--- config.mk ---
export PLATFORM = sky130hd
export DESIGN_NAME = pong_game_ctrl
export DESIGN_NICKNAME = d
export VERILOG_FILES = /design/src/rtl/pong_game_ctrl.sv
export SDC_FILE = /design/constraint.sdc
export NUM_CORES = 1
export LEC_CHECK = 0
export CAP_MARGIN = 20
export CORE_MARGIN = 4
export CORE_UTILIZATION = 26
export CTS_CLUSTER_SIZE = 25
export DETAILED_ROUTE_END_ITERATION = 6
export HOLD_SLACK_MARGIN = 0.15
export PLACE_DENSITY = 0.43
export SLEW_MARGIN = 20
export SYNTH_ARGS = -nofsm -noshare
export SYNTH_HDL_FRONTEND = slang
export SYNTH_SLANG_ARGS = --single-unit
--- constraint.sdc ---
create_clock -name iVGA_CLK -period 2.2 [get_ports iVGA_CLK]
set_clock_uncertainty 0.05 [all_clocks]
set_input_delay 0.44 -clock iVGA_CLK [delete_from_list [all_inputs] [get_ports iVGA_CLK]]
set_output_delay 0.44 -clock iVGA_CLK [all_outputs]
set_load 0.01 [all_outputs]
--- src/rtl/pong_game_ctrl.sv ---
// pong_game_ctrl
//   Match sequencer for the Pong datapath. Holds the IDLE/SERVE/PLAY/POINT/OVER
//   state machine, both player scores and the serve direction. It gates ball and
//   paddle physics with per-frame strobes and parks the ball at centre between
//   points.
//
// Ports
//   iVGA_CLK    pixel clock (only clock)
//   reset       synchronous active-high reset
//   frame_tick  one-cycle pulse per frame (vertical-sync start)
//   sw          run switch: 0 = run, 1 = hold/clear
//   miss_left   ball passed player 1's paddle (sampled only in PLAY)
//   miss_right  ball passed player 2's paddle (sampled only in PLAY)
//   phys_step   one-cycle ball-update strobe
//   paddle_en   paddle movement allowed
//   ball_reset  hold ball at centre
//   serve_dir   0 = toward player 1, 1 = toward player 2
//   p1score     player 1 score
//   p2score     player 2 score
//   game_over   match finished
//   winner      0 = player 1, 1 = player 2 (valid while game_over)
//   state       IDLE=0 SERVE=1 PLAY=2 POINT=3 OVER=4
module pong_game_ctrl #(
  parameter int WIN_SCORE    = 11,
  parameter int SCORE_W      = 4,
  parameter int SERVE_FRAMES = 60,
  parameter int POINT_FRAMES = 30,
  parameter int MOVE_DIV     = 1
) (
  input  logic               iVGA_CLK,
  input  logic               reset,
  input  logic               frame_tick,
  input  logic               sw,
  input  logic               miss_left,
  input  logic               miss_right,
  output logic               phys_step,
  output logic               paddle_en,
  output logic               ball_reset,
  output logic               serve_dir,
  output logic [SCORE_W-1:0] p1score,
  output logic [SCORE_W-1:0] p2score,
  output logic               game_over,
  output logic               winner,
  output logic [2:0]         state
);

  // Zero-length waits are stretched to one frame so the FSM always sees a tick.
  localparam int SERVE_EFF = (SERVE_FRAMES < 1) ? 1 : SERVE_FRAMES;
  localparam int POINT_EFF = (POINT_FRAMES < 1) ? 1 : POINT_FRAMES;
  localparam int CNT_MAX   = (SERVE_EFF > POINT_EFF) ? SERVE_EFF : POINT_EFF;
  localparam int CNT_W     = $clog2(CNT_MAX + 1);
  localparam int DIV_W     = (MOVE_DIV > 1) ? $clog2(MOVE_DIV) : 1;

  localparam logic [CNT_W-1:0]   SERVE_LD = CNT_W'(SERVE_EFF);
  localparam logic [CNT_W-1:0]   POINT_LD = CNT_W'(POINT_EFF);
  localparam logic [CNT_W-1:0]   CNT_ONE  = CNT_W'(1);
  localparam logic [DIV_W-1:0]   DIV_LAST = DIV_W'(MOVE_DIV - 1);
  localparam logic [SCORE_W-1:0] WIN_VAL  = SCORE_W'(WIN_SCORE);

  typedef enum logic [2:0] {
    IDLE  = 3'd0,
    SERVE = 3'd1,
    PLAY  = 3'd2,
    POINT = 3'd3,
    OVER  = 3'd4
  } state_t;

  state_t             st;
  logic [CNT_W-1:0]   frame_cnt;
  logic [DIV_W-1:0]   div_cnt;
  logic [SCORE_W-1:0] p1_next;
  logic [SCORE_W-1:0] p2_next;

  // Saturating score increment: a score never passes WIN_SCORE and never wraps.
  function automatic logic [SCORE_W-1:0] score_inc(input logic [SCORE_W-1:0] s);
    return (s >= WIN_VAL) ? s : s + 1'b1;
  endfunction

  assign p1_next = score_inc(p1score);
  assign p2_next = score_inc(p2score);
  assign state   = st;

  // paddle_en / ball_reset are written alongside each state change so they are
  // registered and always agree with the state they belong to.
  always_ff @(posedge iVGA_CLK) begin
    phys_step <= 1'b0;
    if (reset) begin
      st         <= IDLE;
      p1score    <= '0;
      p2score    <= '0;
      serve_dir  <= 1'b0;
      winner     <= 1'b0;
      game_over  <= 1'b0;
      paddle_en  <= 1'b0;
      ball_reset <= 1'b1;
      frame_cnt  <= '0;
      div_cnt    <= '0;
    end else if (sw) begin
      st         <= IDLE;
      p1score    <= '0;
      p2score    <= '0;
      serve_dir  <= 1'b0;
      winner     <= 1'b0;
      game_over  <= 1'b0;
      paddle_en  <= 1'b0;
      ball_reset <= 1'b1;
    end else begin
      unique case (st)
        IDLE: begin
          st         <= SERVE;
          frame_cnt  <= SERVE_LD;
          paddle_en  <= 1'b1;
          ball_reset <= 1'b1;
        end
        SERVE: begin
          if (frame_tick) begin
            frame_cnt <= frame_cnt - 1'b1;
            if (frame_cnt == CNT_ONE) begin
              st         <= PLAY;
              div_cnt    <= '0;
              ball_reset <= 1'b0;
            end
          end
        end
        PLAY: begin
          if (miss_left || miss_right) begin
            // Any miss ends the rally; a coincident frame_tick yields no step.
            paddle_en  <= 1'b0;
            ball_reset <= 1'b1;
            st         <= POINT;
            frame_cnt  <= POINT_LD;
            if (miss_left && !miss_right) begin
              p2score   <= p2_next;
              serve_dir <= 1'b0;
              if (p2_next == WIN_VAL) begin
                st        <= OVER;
                game_over <= 1'b1;
                winner    <= 1'b1;
              end
            end else if (miss_right && !miss_left) begin
              p1score   <= p1_next;
              serve_dir <= 1'b1;
              if (p1_next == WIN_VAL) begin
                st        <= OVER;
                game_over <= 1'b1;
                winner    <= 1'b0;
              end
            end
          end else if (frame_tick) begin
            if (div_cnt == DIV_LAST) begin
              div_cnt   <= '0;
              phys_step <= 1'b1;
            end else begin
              div_cnt <= div_cnt + 1'b1;
            end
          end
        end
        POINT: begin
          if (frame_tick) begin
            frame_cnt <= frame_cnt - 1'b1;
            if (frame_cnt == CNT_ONE) begin
              st        <= SERVE;
              frame_cnt <= SERVE_LD;
              paddle_en <= 1'b1;
            end
          end
        end
        OVER: begin
          // Frozen until sw or reset.
        end
        default: begin
          st         <= IDLE;
          paddle_en  <= 1'b0;
          ball_reset <= 1'b1;
        end
      endcase
    end
  end

endmodule

Yosys cells after proc, flatten, opt, wreduce, memory -nomap -nowiden
Index checks and enable logic that the tools add are counted.
{ "word_totals": {"reg_bits": 24, "in_bits": 6, "out_inout_bits": 17, "elab_cells": 101} }
{ "op_classes": {"addsub": 4, "order_cmp": 2, "n_eq_ne": 15, "n_mux": 39, "bitwise": 7, "n_reduce_logical": 23} }
{ "ops": {"columns": ["op", "n"], "rows": [
  ["two-way mux 3 bit", 9],
  ["two-way mux 6 bit", 4],
  ["case mux 6 bit (4 select lines)", 1],
  ["two-way mux 1 bit", 19],
  ["case mux 3 bit (5 select lines)", 1],
  ["inequality test 2 bit (second input constant)", 7],
  ["AND reduction 4 bit", 3],
  ["AND reduction 6 bit", 2],
  ["AND reduction 5 bit", 2],
  ["adder 4 x 1 -> 4 bit (second input constant)", 2],
  ["equality test 4 bit (second input constant)", 2],
  ["greater-or-equal comparator 4 bit (second input constant)", 2],
  ["two-way mux 4 bit", 2],
  ["inverter 1 bit", 7],
  ["equality test 3 x 2 -> 1 bit (second input constant)", 2],
  ["equality test 6 x 1 -> 1 bit (second input constant)", 1],
  ["AND reduction 3 bit", 2],
  ["nonzero test 2 bit", 3],
  ["OR reduction 2 bit", 3],
  ["subtractor 6 x 1 -> 6 bit (second input constant)", 1],
  ["OR reduction 5 bit", 1],
  ["case mux 1 bit (4 select lines)", 1],
  ["nonzero test 4 bit", 1],
  ["equality test 3 x 1 -> 1 bit (second input constant)", 1],
  ["9 further kinds", 11]
]} }

Logic depth before layout (Yosys ltp)
{ "depth": {"word_depth": 8, "depth_mapped": 7, "depth_no_buf": 6} }

Worst setup path before layout
OpenSTA, ideal clock, no wires.
{ "synth_path": {"path_kind": "in2reg", "start": "input port miss_left", "end": "register frame_cnt[5]", "setup_ns": 0.132, "arrival_time_ns": 1.782, "required_ns": 2.018, "slack_ns": 0.237, "path_stages": 6, "path_buffers": 1, "cell_sequence": "inv_1 ha_1 clkbuf_1 a2111o_1 a2111oi_0 nor4_1"} }
{ "synth_via": {"elab_chain_len": 3} }
{ "synth_rtl": {"columns": ["item", "line", "rtl"], "rows": [
  ["from (decl)", "34", "input logic miss_left,"],
  ["logical OR 1 bit", "126", "if (miss_left || miss_right) begin"],
  ["inequality test 2 bit (no source line)", null, null],
  ["AND reduction 5 bit (no source line)", null, null],
  ["to (signal assigned)", "117", "frame_cnt <= frame_cnt - 1'b1;"],
  ["to (signal assigned)", "160", "frame_cnt <= frame_cnt - 1'b1;"],
  ["to (decl)", "69", "logic [CNT_W-1:0] frame_cnt;"]
]} }
No other way between the ends.
A chain may end at the register's enable or synchronous reset.

Worst setup path in the final report
{ "layout_path": {"start": "input port miss_right", "end": "register frame_cnt[1]"} }
{ "layout_via": {"elab_chain_len": 3} }
{ "layout_rtl": {"columns": ["item", "line", "rtl"], "rows": [
  ["from (decl)", "35", "input logic miss_right,"],
  ["logical OR 1 bit", "126", null],
  ["inequality test 2 bit (no source line)", null, null],
  ["AND reduction 5 bit (no source line)", null, null]
]} }
No other way between the ends.

==> impl_metrics.prom <==
# TYPE chip_impl_metric gauge
chip_impl_metric{name="timing_hold_violations_final",unit=""} 0
chip_impl_metric{name="core-area",unit="sq um"} 5170
chip_impl_metric{name="hold-path-cell-count",unit=""} 2
chip_impl_metric{name="dieWidth",unit="microns"} 81.5
chip_impl_metric{name="cts_sinks",unit=""} 23
chip_impl_metric{name="clock_tree.htree_level_count",unit=""} 1
chip_impl_metric{name="leakage_power",unit="nW"} 0.724
chip_impl_metric{name="ios",unit=""} 23
chip_impl_info{name="hold_path.class",value="flop to flop"} 1
chip_impl_info{name="timing.critical_path.mode_cell",value="sky130_fd_sc_hd__buf_4"} 1
chip_impl_metric{name="timing.final.crit_period",unit="ns"} 2.11
chip_impl_metric{name="cell_depth_of_the_worst_flop_to_flop_path",unit=""} 6
chip_impl_metric{name="area_growth",unit="%"} 36.0
chip_impl_metric{name="postSynthNetCount",unit=""} 177
chip_impl_metric{name="synth_async_sr_flop_share",unit="%"} 0
chip_impl_metric{name="design.die.area",unit="sq um"} 6650
chip_impl_metric{name="synth_seq_cells",unit=""} 23
chip_impl_metric{name="hpwl",unit="microns"} 2800
chip_impl_info{name="hold_path_startpoint",value="frame_cnt[0]$_SDFFE_PP0P_"} 1
chip_impl_metric{name="number_of_enable_flip_flop_cells_after_synthesis",unit=""} 0
chip_impl_info{name="crit-reg2reg-capture",value="game_over$_SDFFE_PP0P_"} 1
chip_impl_info{name="ctsRootBufferMaster",value="sky130_fd_sc_hd__clkbuf_8"} 1
chip_impl_metric{name="cts-hold-fix-buffers",unit=""} 0
chip_impl_metric{name="place_congestion",unit=""} 0.768
chip_impl_metric{name="drt-pass1-iter-count",unit=""} 4
chip_impl_info{name="run_status",value="finished, final reports clean"} 1
chip_impl_metric{name="power.internal",unit="uW"} 623
chip_impl_metric{name="route.final.wire_length",unit="microns"} 3660
chip_impl_metric{name="routed-via-count",unit=""} 1317
chip_impl_metric{name="num-fill-cells",unit=""} 561
chip_impl_metric{name="crit_cells",unit=""} 8
chip_impl_metric{name="finish.utilization",unit="%"} 37.0
chip_impl_metric{name="post-route-drc-count",unit=""} 0
chip_impl_metric{name="worst-path-max-fanout",unit=""} 5
chip_impl_metric{name="maxSlewViolCount",unit=""} 0
chip_impl_metric{name="power.switching_fraction",unit="%"} 25.1
chip_impl_metric{name="post_route_cells_drive_above_1_share",unit="%"} 16.2
chip_impl_info{name="crit_path_cell_trace",value="clkdlybuf4s50_1, inv_1, ha_2, buf_4, a2111oi_4, buf_4, nor2_1, o31a_1"} 1
chip_impl_info{name="worst_hold_path.endpoint",value="frame_cnt[0]$_SDFFE_PP0P_"} 1
chip_impl_metric{name="grt-ovfl-total",unit=""} 0
chip_impl_metric{name="ys_seq_area_share",unit="%"} 32.7
chip_impl_info{name="leading_post_synthesis_cells_by_cell_area",value="sky130_fd_sc_hd__dfxtp_1, sky130_fd_sc_hd__ha_1, sky130_fd_sc_hd__nor2_1, sky130_fd_sc_hd__a2111oi_4, sky130_fd_sc_hd__xor2_1"} 1
chip_impl_metric{name="max_cap_violations",unit=""} 0
chip_impl_metric{name="path_clk_slew",unit="ns"} 0.08
chip_impl_metric{name="antenna_cells",unit=""} 0
chip_impl_metric{name="first_pass_grt_wire_length",unit="microns"} 6030
chip_impl_metric{name="io_buffer_count",unit=""} 22
chip_impl_metric{name="routed_wire_length_per_instance",unit="microns"} 13.4
chip_impl_metric{name="setup_violations",unit=""} 0
chip_impl_info{name="cts_tree",value="done"} 1
chip_impl_metric{name="total_cts_buffers",unit=""} 3
chip_impl_info{name="launch_point_of_the_worst_reg_to_reg_path",value="p1score[1]$_SDFFE_PP0P_"} 1
chip_impl_info{name="cpMaxStageDelayCell",value="sky130_fd_sc_hd__clkdlybuf4s50_1"} 1
chip_impl_metric{name="fin_setup_tns",unit="ns"} 0
chip_impl_metric{name="worstPathBufferInverterCount",unit=""} 4
chip_impl_info{name="worst_setup_path_start_kind",value="input port"} 1
chip_impl_metric{name="yosysWarningCount",unit=""} 0
chip_impl_metric{name="relative_contribution_of_sequential_cells_to_total_power",unit="%"} 52.9
chip_impl_metric{name="cp.required",unit="ns"} 2.31
chip_impl_metric{name="combinationalPowerShare",unit="%"} 15.2
chip_impl_info{name="path_class",value="input port to flop"} 1
chip_impl_metric{name="overall_fraction_of_global_route_tracks_in_use",unit="%"} 11.6
chip_impl_metric{name="power_switching",unit="uW"} 209
chip_impl_metric{name="cp.arrival",unit="ns"} 2.22
chip_impl_info{name="biggest_area_consumer_among_synthesized_cells",value="sky130_fd_sc_hd__dfxtp_1"} 1
chip_impl_metric{name="number_of_drc_markers_in_iteration_0",unit=""} 57
chip_impl_metric{name="slew_of_the_pin_with_the_lowest_slew_margin",unit="ns"} 0.515
chip_impl_metric{name="avgSynthCellArea",unit="sq um"} 8.63
chip_impl_metric{name="crit_path_max_incr_delay",unit="ns"} 0.48
chip_impl_metric{name="maximum_number_of_pins_on_one_net_before_global_route_repair",unit=""} 13
chip_impl_metric{name="std_cell_rows",unit=""} 26
chip_impl_metric{name="detailed_place.area",unit="sq um"} 1860
chip_impl_metric{name="multi_input_gate_area_in_the_final_layout",unit="sq um"} 875
chip_impl_metric{name="cts_buffer_depth",unit=""} 2
chip_impl_metric{name="timing.final.crit_share",unit="%"} 95.9
chip_impl_metric{name="drt.antenna.violating_nets",unit=""} 0
chip_impl_info{name="worst_path_dominant_cell_family",value="buffers and inverters"} 1
chip_impl_metric{name="worst_hold_slack",unit="ns"} 0.450
chip_impl_metric{name="ff_latch_area",unit="sq um"} 460
chip_impl_metric{name="grt_pass1_vias",unit=""} 1278
chip_impl_metric{name="finish.net_count",unit=""} 219
chip_impl_info{name="setup_repair_after_global_routing_missed_its_margin",value="no"} 1
chip_impl_metric{name="number_of_antenna_violations_at_the_first_check_in_global_routing",unit=""} 0
chip_impl_metric{name="synthDominantCellAreaShare",unit="%"} 32.7
chip_impl_metric{name="p_per_area",unit="nW/um^2"} 435
chip_impl_metric{name="final_cell_area",unit="sq um"} 1910
chip_impl_metric{name="floorplan.initialDensity",unit="%"} 27.2
chip_impl_metric{name="worst_slew_margin_rel",unit="%"} 64.7
chip_impl_metric{name="via_per_inst",unit=""} 4.81
chip_impl_metric{name="vdd.ir_drop.worst",unit="uV"} 248
chip_impl_info{name="crit_path_end_kind",value="flop"} 1
chip_impl_info{name="synth-main-ff-cell",value="sky130_fd_sc_hd__dfxtp_1"} 1
chip_impl_metric{name="clock_insertion_delay_worst_skew",unit="ns"} 0.26
chip_impl_metric{name="syn_area",unit="sq um"} 1410
chip_impl_metric{name="chipHeight",unit="microns"} 81.5
chip_impl_metric{name="netlist-cell-type-count",unit=""} 50
chip_impl_metric{name="totalPowerFinal",unit="uW"} 831
chip_impl_metric{name="rrSetupSlack",unit="ns"} 0.18
chip_impl_metric{name="clockPowerShare",unit="%"} 31.8
chip_impl_metric{name="syn-instance-count",unit=""} 163
chip_impl_metric{name="fmax",unit="MHz"} 474
## metrics by stage
| step | worst slack, ns | instances |
|---|---|---|
| 4_1_cts | 0.0711 | 273 |
| 6_report | 0.0909 | 274 |
| 3_3_place_gp | -0.168 | 269 |
| 5_1_grt | 0.00880 | 274 |
| 3_5_place_dp | -0.211 | 269 |
| 2_1_floorplan | 0.237 | 163 |
## layout by cell type, fill, tap and decap left out, drive strengths merged, types with 4 or more instances in the layout
master / instances
clkbuf: 4
clkdlybuf4s50: 21
ha: 8
nor3: 5
o21ai: 7
inv: 11
a21oi: 7
dfxtp: 23
a221oi: 4
nand3: 8
xor2: 5
buf: 22
nor2: 21
nand2: 8
## final cells by class
class | count | area share, %
Clock buffer | 4 | 2.35
Sequential cell | 23 | 24.1
Timing Repair Buffer | 44 | 20.9
Tap cell | 70 | 4.58
Multi-Input combinational cell | 121 | 45.7
Inverter | 12 | 2.35
## per-layer routing
layer	share of wire (%)	track usage, %	vias to the layer above	routed length, microns
li1	-	-	683	-
met1	52	15.5	615	1890
met2	43	17.8	15	1590
met3	3.5	2.41	4	128
met4	1.6	5.41	0	59
met5	0	0	-	0
## sequential cells by signal, summed over array words and instances, names as in the netlist
| name | cells |
|---|---|
| frame_cnt | 6 |
| p1score | 4 |
| p2score | 4 |
| state | 3 |
| ball_reset | 1 |
| game_over | 1 |
| paddle_en | 1 |
| phys_step | 1 |
| serve_dir | 1 |
| winner | 1 |
## synth_stat cells, types with 2 or more instances
| master | n |
|---|---|
| sky130_fd_sc_hd__dfxtp_1 | 23 |
| sky130_fd_sc_hd__nor2_1 | 21 |
| sky130_fd_sc_hd__inv_1 | 11 |
| sky130_fd_sc_hd__nand2_1 | 8 |
| sky130_fd_sc_hd__or4_1 | 2 |
| sky130_fd_sc_hd__o21ai_0 | 2 |
| sky130_fd_sc_hd__nand2b_1 | 2 |
| sky130_fd_sc_hd__and2_1 | 3 |
| sky130_fd_sc_hd__clkbuf_1 | 4 |
| sky130_fd_sc_hd__o21ai_1 | 4 |
| sky130_fd_sc_hd__nand3_1 | 8 |
| sky130_fd_sc_hd__buf_2 | 2 |
| sky130_fd_sc_hd__mux2i_1 | 3 |
| sky130_fd_sc_hd__nor3_1 | 4 |
| sky130_fd_sc_hd__nand3b_1 | 2 |
| sky130_fd_sc_hd__ha_1 | 8 |
| sky130_fd_sc_hd__a22oi_1 | 2 |
| sky130_fd_sc_hd__a21oi_1 | 7 |
| sky130_fd_sc_hd__or2_1 | 2 |
| sky130_fd_sc_hd__a2111oi_4 | 2 |
| sky130_fd_sc_hd__a221oi_1 | 4 |
| sky130_fd_sc_hd__a211oi_1 | 2 |
| sky130_fd_sc_hd__a221o_1 | 2 |
| sky130_fd_sc_hd__xor2_1 | 5 |
| sky130_fd_sc_hd__a2111o_1 | 2 |
| sky130_fd_sc_hd__and3_1 | 3 |
| sky130_fd_sc_hd__o211ai_1 | 2 |
## worst reg2reg max path, cell delays in order (launching register included)
cell and delay (ns):
sky130_fd_sc_hd__dfxtp_1 0.35, sky130_fd_sc_hd__ha_1 0.30, sky130_fd_sc_hd__or3b_1 0.41, sky130_fd_sc_hd__a2111oi_4 0.44, sky130_fd_sc_hd__buf_4 0.19, sky130_fd_sc_hd__a211oi_1 0.05, sky130_fd_sc_hd__nor3_2 0.16
## worst max path at each step
stage	from	to	slack, ns
2_1_floorplan	miss_left	frame_cnt[5]$_SDFFE_PP0P_	0.24
3_3_place_gp	miss_left	frame_cnt[5]$_SDFFE_PP0P_	-0.17
3_5_place_dp	miss_left	frame_cnt[5]$_SDFFE_PP0P_	-0.21
4_1_cts	miss_left	frame_cnt[5]$_SDFFE_PP0P_	0.07
5_1_grt	miss_right	frame_cnt[1]$_SDFFE_PP0P_	0.009
6_report	miss_right	frame_cnt[1]$_SDFFE_PP0P_	0.09
## power by group through the flow
stage | registers [mW] | clock network, mW | logic (mW)
2_1_floorplan | 0.446 | 0 | 0.0696
3_3_place_gp | 0.449 | 0 | 0.124
3_5_place_dp | 0.449 | 0 | 0.125
4_1_cts | 0.440 | 0.282 | 0.126
5_1_grt | 0.442 | 0.292 | 0.140
6_report | 0.440 | 0.265 | 0.127
## repair_timing
| action | 4_1_cts | 5_1_grt |
|---|---|---|
| endpoints found under the setup margin | 0 | 4 |
| buffers inserted | 0 | 1 |
| resized for setup | 0 | 2 |
## cell families after synthesis
group	Yosys count	share of synthesized area (%)
AND/OR/NAND/NOR	68	27.2
flip-flops	23	32.7
XOR/XNOR	5	3.11
buffers and inverters	19	5.25
AO/OA/AOI/OAI	37	22.4
adder cells (fa/ha/maj)	8	7.12
multiplexers	3	2.14
Power figures use the tool's default switching activity.
==> variant: new RTL, config.mk and constraints unchanged <==
Change the parameter `SERVE_FRAMES` from 60 to 30.
--- a/src/rtl/pong_game_ctrl.sv
+++ b/src/rtl/pong_game_ctrl.sv
@@ -25,3 +25,3 @@
   parameter int SCORE_W      = 4,
-  parameter int SERVE_FRAMES = 60,
+  parameter int SERVE_FRAMES = 30,
   parameter int POINT_FRAMES = 30,
Check against the original RTL: same outputs for any inputs over 10 cycles, from zero or initial values and one cycle with reset high; that may be too few to reach the edited logic, so the function may still have changed.
==> variant against the original RTL <==
- clock power rose by 12%
- critical path type unchanged
- cell area shrank 11%
- largest power group unchanged
- highest routed layer unchanged
- area after synthesis fell by 10%
- sequential share of layout area up 1.7 points
- worst setup slack better by 0.085 ns
- sequential cell count shrank 1
- hold slack got worse by 0.024 ns
- routed wire length is 15% lower
- power up 2.4%
==> variant: results (changes against the original RTL) <==
| Metric | Value |
|---|---|
| Status | finished, final reports clean |
| TritonRoute pass-1 iters | 4 (unchanged) |
| Final nets | 192 (-12%) |
| TritonCTS Buffers | 3 (unchanged) |
| Slowest-stage cell, CP | clkdlybuf4s50_1 |
| Setup Buffers After CTS | 0 (unchanged) |
| Pin count of the biggest net entering global routing | 14 (+1) |
| Maximum vdd drop | 0.296 mV (+19%) |
| Worst-Skew Late Latency | 0.26 ns (about the same) |
| H-tree depth | 1 (unchanged) |
| Syn nets | 155 (-12%) |
| GRT Total Usage | 10.4% (-1.2 points) |
| Class of the worst hold path | flop to flop |
| Clock root cell | clkbuf_8 |
| CP startpoint | miss_right |
| Slew HR | 69.3% (+4.6 points) |
| First-pass GRT wire length | 5.07 mm (-16%) |
| CP delay by family, top | compound AO/OA/AOI/OAI gates |
| Crit path max fanout | 5 (unchanged) |
| Cells on Worst Hold Path | 1 (-1) |
| Cell variety after synth | 45 (-10%) |
| Fillers | 485 (-14%) |
| GP Congestion | 0.770 (+0.21%) |
| Initial antenna violation count | 0 (unchanged) |
| RR Endpoint | state[2] |
| Routed via count | 1168 (-11%) |
| Input/output buffers | 22 (unchanged) |
| Worst R2R Start | p2score[0] |
| FF-to-FF setup slack | 0.44 ns (+0.26 ns) |
| Area contributors post-synth | dfxtp_1 35%, ha_1 7.9%, nor2_1 4.8% |
| Worst hold start | ball_reset |
| Resize count post-CTS | 0 (unchanged) |
| Arrival @ worst endpoint | 2.18 ns (-0.04 ns) |
| Leakage | 0.698 nW (-3.5%) |
| Crit path capture | frame_cnt[1] |
| Final hold vios | 0 (unchanged) |
| Reg2reg path depth | 5 (-1) |
| Initial DRC Count | 57 (unchanged) |
| Seq/Total Area, Yosys | 34.9% (+2.1 points) |
| Biggest regs | frame_cnt x5, p1score x4, p2score x4 |
| Yosys warning total | 0 (unchanged) |
| Detailed Place HPWL | 2.42 mm (-14%) |
| Asr flop ratio synth | 0% (unchanged) |
| Layout cells sized above 1 | 13.0% (-3.2 points) |
| Worst path max stage delay | 0.48 ns (about the same) |
| Top-area cell type share of the netlist area | 34.9% (+2.1 points) |
| Routed WL | 3.13 mm (-15%) |
| Clock transition at path regs | 0.08 ns (about the same) |
| Vias in the first global route | 1087 (-15%) |
| Synth top cells by count | 22 x dfxtp_1, 16 x nor2_1, 9 x a21oi_1 |
| DP Area | 0.00166 mm^2 (-11%) |
| Clock buffer depth | 2 (unchanged) |
| Gr ovfl total | 0 (unchanged) |
| Number of diodes | 0 (unchanged) |
[variant: worst min path at each step]
stage	endpoint	slack (ns)
finish	ball_reset	0.43
global route	ball_reset	0.44
CTS	ball_reset	0.43
detailed placement	ball_reset	0.40
global placement	ball_reset	0.40
floorplan	ball_reset	0.46
[variant: layout make-up]
| class | count | share of cell area (%) |
|---|---|---|
| well taps | 67 | 4.90 |
| repair buffers | 36 | 19.0 |
| clock buffers | 4 | 3.22 |
| inverters | 6 | 1.32 |
| flip-flops and latches | 22 | 25.7 |
| multi-input cells | 109 | 45.8 |
[variant: report_power, final]
group | switching (W) | internal, W
clock network | 0.000139 | 0.000160
registers | 0.0000174 | 0.000412
logic | 0.0000592 | 0.0000642
[variant: routing by layer]
metal	vias to the layer above	share of wire [%]	GRT usage, %
li1	588	-	-
met1	543	49	13.4
met2	32	45	16.2
met3	5	4.8	3.48
met4	0	1.7	3.74
met5	-	0	0
[variant: cells by family after synthesis]
family                   Yosys count  synth area share (%)
adder cells (fa/ha/maj)            8                  7.92
AND/OR/NAND/NOR                   52                  25.2
multiplexers                       4                  3.27
buffers and inverters             10                  3.17
XOR/XNOR                           9                  6.24
flip-flops                        22                  34.9
AO/OA/AOI/OAI                     36                  19.3
[variant: worst reg2reg max path, delay by kind of cell (launching register included)]
family          cells  cell delay [ns]
fa+ha+maj           1             0.25
mux                 1             0.43
compound gates      3             0.57
flops               1             0.37
[variant: through the flow]
step                      total power, W  util (%)  std cells  hold WS, ns  setup slack (ns)
after global routing            0.000903      36.2        244        0.437            0.0780
after floorplan                 0.000509         -        141        0.458             0.457
after global placement          0.000559      35.0        240        0.397           -0.0434
final                           0.000851      36.2        244        0.426             0.176
after detailed placement        0.000562      35.0        240        0.404           -0.0916
after CTS                       0.000870      36.2        244        0.431             0.186
